===== config.mk =====
export PLATFORM = sky130hd
export DESIGN_NAME = multicycle_control_hs
export DESIGN_NICKNAME = d
export VERILOG_FILES = /design/src/rtl/multicycle_control_hs.sv
export SDC_FILE = /design/constraint.sdc
export NUM_CORES = 1
export LEC_CHECK = 0
export ABC_CLOCK_PERIOD_IN_PS = 2600
export CORE_ASPECT_RATIO = 0.5
export CORE_MARGIN = 4
export CORE_UTILIZATION = 30
export DETAILED_ROUTE_END_ITERATION = 8
export PLACE_DENSITY = 0.62
export SLEW_MARGIN = 15
export SYNTH_ARGS = -nofsm -noshare
export SYNTH_HDL_FRONTEND = slang
export SYNTH_SLANG_ARGS = --single-unit

===== constraint.sdc =====
create_clock -name clk -period 2.6 [get_ports clk]
set_input_delay 0.39 -clock clk [delete_from_list [all_inputs] [get_ports clk]]
set_output_delay 0.39 -clock clk [all_outputs]
set_load 0.005 [all_outputs]

===== src/rtl/multicycle_control_hs.sv =====
// multicycle_control_hs: TSC-ISA multi-cycle controller with handshaked
// memory, access watchdog and parameterised retire counter.
module multicycle_control_hs #(
  parameter int NUM_INST_W  = 16,
  parameter int MEM_TIMEOUT = 15,
  parameter int TIMEOUT_W   = 4
) (
  input  logic                  clk,
  input  logic                  reset,
  input  logic [3:0]            opcode,
  input  logic [5:0]            func,
  input  logic                  mem_ready,
  output logic                  mem_req,
  output logic                  read_m,
  output logic                  write_m,
  output logic                  iord,
  output logic                  ir_write,
  output logic                  pc_write,
  output logic                  pc_write_cond,
  output logic [1:0]            pc_src,
  output logic                  reg_write,
  output logic [1:0]            reg_dst,
  output logic [1:0]            reg_src,
  output logic                  alu_src_a,
  output logic [1:0]            alu_src_b,
  output logic [3:0]            alu_op,
  output logic                  open_port,
  output logic                  halted,
  output logic                  mem_error,
  output logic                  inst_done,
  output logic [NUM_INST_W-1:0] num_inst
);
  localparam logic [3:0] OP_BLZ = 4'd3;
  localparam logic [3:0] OP_ADI = 4'd4;
  localparam logic [3:0] OP_ORI = 4'd5;
  localparam logic [3:0] OP_LHI = 4'd6;
  localparam logic [3:0] OP_LWD = 4'd7;
  localparam logic [3:0] OP_SWD = 4'd8;
  localparam logic [3:0] OP_JMP = 4'd9;
  localparam logic [3:0] OP_JAL = 4'd10;
  localparam logic [3:0] OP_R   = 4'd15;
  localparam logic [5:0] FN_JPR = 6'd25;
  localparam logic [5:0] FN_JRL = 6'd26;
  localparam logic [5:0] FN_WWD = 6'd28;
  localparam logic [5:0] FN_HLT = 6'd29;
  localparam logic [TIMEOUT_W-1:0] WAIT_LAST =
    TIMEOUT_W'(MEM_TIMEOUT - 1);

  typedef enum logic [2:0] {
    S_IF, S_ID, S_EX, S_MEM, S_WB, S_HALT, S_ERR
  } state_t;

  state_t               state, state_nx;
  logic [TIMEOUT_W-1:0] wait_cnt, wait_nx;
  logic                 set_halt, set_err;
  logic                 is_r, r_alu, i_alu, is_lwd, is_swd, is_br;
  logic                 is_jmp, is_jal, is_jpr, is_jrl, is_wwd, is_hlt;

  assign is_r   = opcode == OP_R;
  assign r_alu  = is_r && func < 6'd8;
  assign i_alu  = opcode inside {OP_ADI, OP_ORI, OP_LHI};
  assign is_lwd = opcode == OP_LWD;
  assign is_swd = opcode == OP_SWD;
  assign is_br  = opcode <= OP_BLZ;
  assign is_jmp = opcode == OP_JMP;
  assign is_jal = opcode == OP_JAL;
  assign is_jpr = is_r && func == FN_JPR;
  assign is_jrl = is_r && func == FN_JRL;
  assign is_wwd = is_r && func == FN_WWD;
  assign is_hlt = is_r && func == FN_HLT;

  always_comb begin
    state_nx      = state;
    wait_nx       = wait_cnt;
    set_halt      = 1'b0;
    set_err       = 1'b0;
    mem_req       = 1'b0;
    read_m        = 1'b0;
    write_m       = 1'b0;
    iord          = 1'b0;
    ir_write      = 1'b0;
    pc_write      = 1'b0;
    pc_write_cond = 1'b0;
    pc_src        = 2'b00;
    reg_write     = 1'b0;
    reg_dst       = 2'b00;
    reg_src       = 2'b00;
    alu_src_a     = 1'b0;
    alu_src_b     = 2'b00;
    alu_op        = 4'd15;
    open_port     = 1'b0;
    inst_done     = 1'b0;
    if (!reset) begin
      unique case (state)
        S_IF: begin
          mem_req = 1'b1;
          read_m  = 1'b1;
          if (mem_ready) begin
            ir_write  = 1'b1;
            alu_src_b = 2'b01;
            alu_op    = 4'd0;
            pc_write  = 1'b1;
            state_nx  = S_ID;
          end
        end
        S_ID: begin
          alu_src_b = 2'b10;
          alu_op    = 4'd0;
          inst_done = 1'b1;
          state_nx  = S_IF;
          unique case (1'b1)
            is_jmp: begin
              pc_src   = 2'b10;
              pc_write = 1'b1;
            end
            is_jal: begin
              reg_dst   = 2'b10;
              reg_src   = 2'b10;
              reg_write = 1'b1;
              pc_src    = 2'b10;
              pc_write  = 1'b1;
            end
            is_jpr: begin
              pc_src   = 2'b11;
              pc_write = 1'b1;
            end
            is_jrl: begin
              reg_dst   = 2'b10;
              reg_src   = 2'b10;
              reg_write = 1'b1;
              pc_src    = 2'b11;
              pc_write  = 1'b1;
            end
            is_hlt: begin
              set_halt = 1'b1;
              state_nx = S_HALT;
            end
            is_wwd: open_port = 1'b1;
            r_alu, i_alu, is_lwd, is_swd, is_br: begin
              inst_done = 1'b0;
              state_nx  = S_EX;
            end
            default: ;
          endcase
        end
        S_EX: begin
          alu_src_a = 1'b1;
          state_nx  = S_WB;
          unique case (1'b1)
            r_alu: alu_op = func[3:0];
            i_alu: begin
              alu_src_b = 2'b10;
              alu_op    = (opcode == OP_ADI) ? 4'd0 :
                          (opcode == OP_ORI) ? 4'd3 : 4'd8;
            end
            is_lwd, is_swd: begin
              alu_src_b = 2'b10;
              alu_op    = 4'd0;
              state_nx  = S_MEM;
            end
            is_br: begin
              pc_src        = 2'b01;
              pc_write_cond = 1'b1;
              alu_op        = 4'd9 + opcode;
              inst_done     = 1'b1;
              state_nx      = S_IF;
            end
            default: begin
              inst_done = 1'b1;
              state_nx  = S_IF;
            end
          endcase
        end
        S_MEM: begin
          mem_req = 1'b1;
          iord    = 1'b1;
          read_m  = is_lwd;
          write_m = is_swd;
          if (mem_ready) begin
            inst_done = !is_lwd;
            state_nx  = is_lwd ? S_WB : S_IF;
          end
        end
        S_WB: begin
          reg_write = 1'b1;
          reg_dst   = r_alu ? 2'b01 : 2'b00;
          reg_src   = is_lwd ? 2'b01 : 2'b00;
          inst_done = 1'b1;
          state_nx  = S_IF;
        end
        default: ;
      endcase
      // Watchdog: a ready on the limit cycle still completes the access.
      if (mem_req && !mem_ready) begin
        if (wait_cnt == WAIT_LAST) begin
          state_nx = S_ERR;
          set_err  = 1'b1;
        end else begin
          wait_nx = wait_cnt + TIMEOUT_W'(1);
        end
      end
      if (state_nx != state &&
          (state_nx == S_IF || state_nx == S_MEM))
        wait_nx = '0;
    end
  end

  always_ff @(posedge clk) begin
    if (reset) begin
      state     <= S_IF;
      wait_cnt  <= '0;
      num_inst  <= '0;
      halted    <= 1'b0;
      mem_error <= 1'b0;
    end else begin
      state    <= state_nx;
      wait_cnt <= wait_nx;
      if (inst_done) num_inst <= num_inst + NUM_INST_W'(1);
      if (set_halt) halted <= 1'b1;
      if (set_err) mem_error <= 1'b1;
    end
  end
endmodule


==> metrics.cfg <==
[status]
outcome = completed

[floorplan]
start_util = 0.3209
rows = 19
die_x_um = 118.2
die-area_sq_um = 7463
core_area_sq_um = 5682
die_y_um = 63.12
top_level_ports = 54

[sta]
fmax_ghz = 0.3957
whs_ns = 0.4499
finalClockSkew_ns = 0.005959
min_period_ns = 2.527
hold_viol = 0
setup_viol = 0
tightest_slew_ns = 0.4706
slew_viol_final = 0
period_share = 0.9719
max-slew-margin-rel = 0.6858

[logic_synthesis]
synthTopCellsByCount = 29 x nor2_1, 26 x a21oi_1, 25 x dfxtp_1, 15 x o21ai_0, 14 x nand2_1
synth_area_leader_cell = dfxtp_1
synthCells = 244
synth_area_leaders = dfxtp_1 27%, a21oi_1 7.1%, nor2_1 6.0%, ha_1 4.8%, o21ai_0 4.1%
yosysMostFrequentCell = nor2_1
synth.net_count = 264
ys_seq_area_frac = 0.2745
synth_top_area_share = 0.2745
yosysUniqueCellTypes = 44
ys_ff_latch = 25
synth-edff-count = 0
yosysWarnings = 0
netlist_area_sq_um = 1823
syn_avg_cell_area_sq_um = 7.471
synth-main-ff-cell = dfxtp_1
async_reset_ff_frac = 0

[finish]
finalNonFillerCells = 394
diodes = 0
fin_nets = 342
area_growth_pct = 51.54
post-route-util = 0.4862
drive_gt1_frac = 0.1963

[power]
ir_drop_mv = 0.3065
power_mw = 0.9599
leakage_nw = 1.019
power.density_nw_per_um2 = 347.5

[global_routing]
first_global_vias = 2053
grt_use_total = 0.1515
antenna_found_initial = 0
grt-ovfl-total = 0
grt_first_pass_wirelength_mm = 9.646
grt_max_degree = 31

[drt]
ant_nets = 0
wl_mm = 5.754
num_vias = 2078
drc = 0
avgRoutedWirePerCell_um = 14.60
drt_iter0_drc = 60
drtPass1Iterations = 4
via_per_inst = 5.274

[setup_path]
worst-setup-path-type = in2out
worstPathMaxFanout = 7
end_kind = output pin
rr_endpoint = num_inst[11]
required_ns = 2.21
ff2ff_setup_slack_ns = 0.38
crit_arrival_ns = 2.14
endpoint = reg_write
r2r_cells = 6
worstSetupStartpointType = input pin
crit_start = opcode[3]
r2r-start = state[0]

[run]
drv_cap = 0

[clock_network]
cts_hold_buf = 0
cts.sinks = 25
htreeDepth = 1
clockBufferDepth = 2
cts-buffers-inserted = 3
cts_tree = built
clk_latency_ns = 0.26
cts.clk_slew.worst_paths_ns = 0.06
cts_root_buf = clkbuf_16

[min_path]
whs_path_depth = 2
hold_path.class = reg2reg

[placement]
gp_congestion = 0.8550
dp.final_hpwl_mm = 4.432
portBuffers = 53
dp_cells = 389

==> layer usage <==
| metal | vias to the layer above | routed length (um) | global-route usage |
|---|---|---|---|
| met3 | 4 | 243 | 0.02860 |
| li1 | 1056 | - | - |
| met5 | - | 0 | 0 |
| met4 | 0 | 43 | 0.03942 |
| met1 | 974 | 2775 | 0.1993 |
| met2 | 44 | 2691 | 0.2566 |
==> critical path: stages <==
cell and delay, ns:
clkdlybuf4s50_1 0.41, buf_4 0.16, buf_4 0.14, nor2b_2 0.15, buf_4 0.13, a32oi_2 0.22, o21ai_1 0.09, clkdlybuf4s50_1 0.45
==> stage by stage <==
stage	setup WS, ns	setup TNS [ns]	cell area, sq um
detailed placement	-0.6560	-15.10	2638
finish	0.07310	0	2763
global route	-0.004486	-0.004486	2763
CTS	-0.07598	-0.1243	2754
global placement	-0.5848	-12.46	2638
floorplan	0.2113	0	1823
==> logic make-up after synthesis <==
group | share of synthesized area
AND/OR/NAND/NOR | 0.3418
AO/OA/AOI/OAI | 0.2539
flip-flops | 0.2745
buffers and inverters | 0.04736
adder cells (fa/ha/maj) | 0.04804
XOR/XNOR | 0.02883
multiplexers | 0.005491
==> worst min path at each step <==
stage	start	end	slack [ns]
after CTS	halted	halted	0.45
after global placement	halted	halted	0.44
after global routing	halted	halted	0.47
after floorplan	halted	halted	0.44
after detailed placement	halted	halted	0.45
final	halted	halted	0.45
==> placed cells by master, fill, tap and decap left out, types with 7 or more instances in the layout <==
| cell | synthesis | final |
|---|---|---|
| nand4_1 | 7 | 7 |
| nand3_1 | 12 | 12 |
| or4_1 | 8 | 8 |
| clkdlybuf4s50_1 | 0 | 42 |
| a21oi_1 | 26 | 25 |
| o31ai_1 | 10 | 10 |
| nor2_1 | 29 | 26 |
| dfxtp_1 | 25 | 25 |
| buf_4 | 1 | 34 |
| nand2_1 | 14 | 13 |
| o21ai_0 | 15 | 14 |
==> repair_timing <==
action                     4_1_cts  5_1_grt
gates resized for setup         29       14
buffers inserted                 2        0
setup endpoints to repair       30       19
pin swaps                        3        2
==> layout make-up <==
cell class                      instances  area, sq um
Clock buffer                            3        75.07
Inverter                                7        26.28
Fill cell                             569         2919
Timing Repair Buffer                   86        782.0
Multi-Input combinational cell        199         1282
Sequential cell                        25        500.5
Tap cell                               73        91.34
Clock inverter                          1        5.005
==> report_power, final <==
part | total [mW] | internal [mW] | switching [mW]
sequential | 0.402 | 0.390 | 0.0118
combinational | 0.217 | 0.112 | 0.105
clock | 0.341 | 0.207 | 0.134
total | 0.960 | 0.709 | 0.251
==> flip-flops by register name (all words and copies together), names as in the netlist <==
register   count
num_inst      16
wait_cnt       4
state          3
halted         1
mem_error      1
Power figures use the tool's default switching activity.
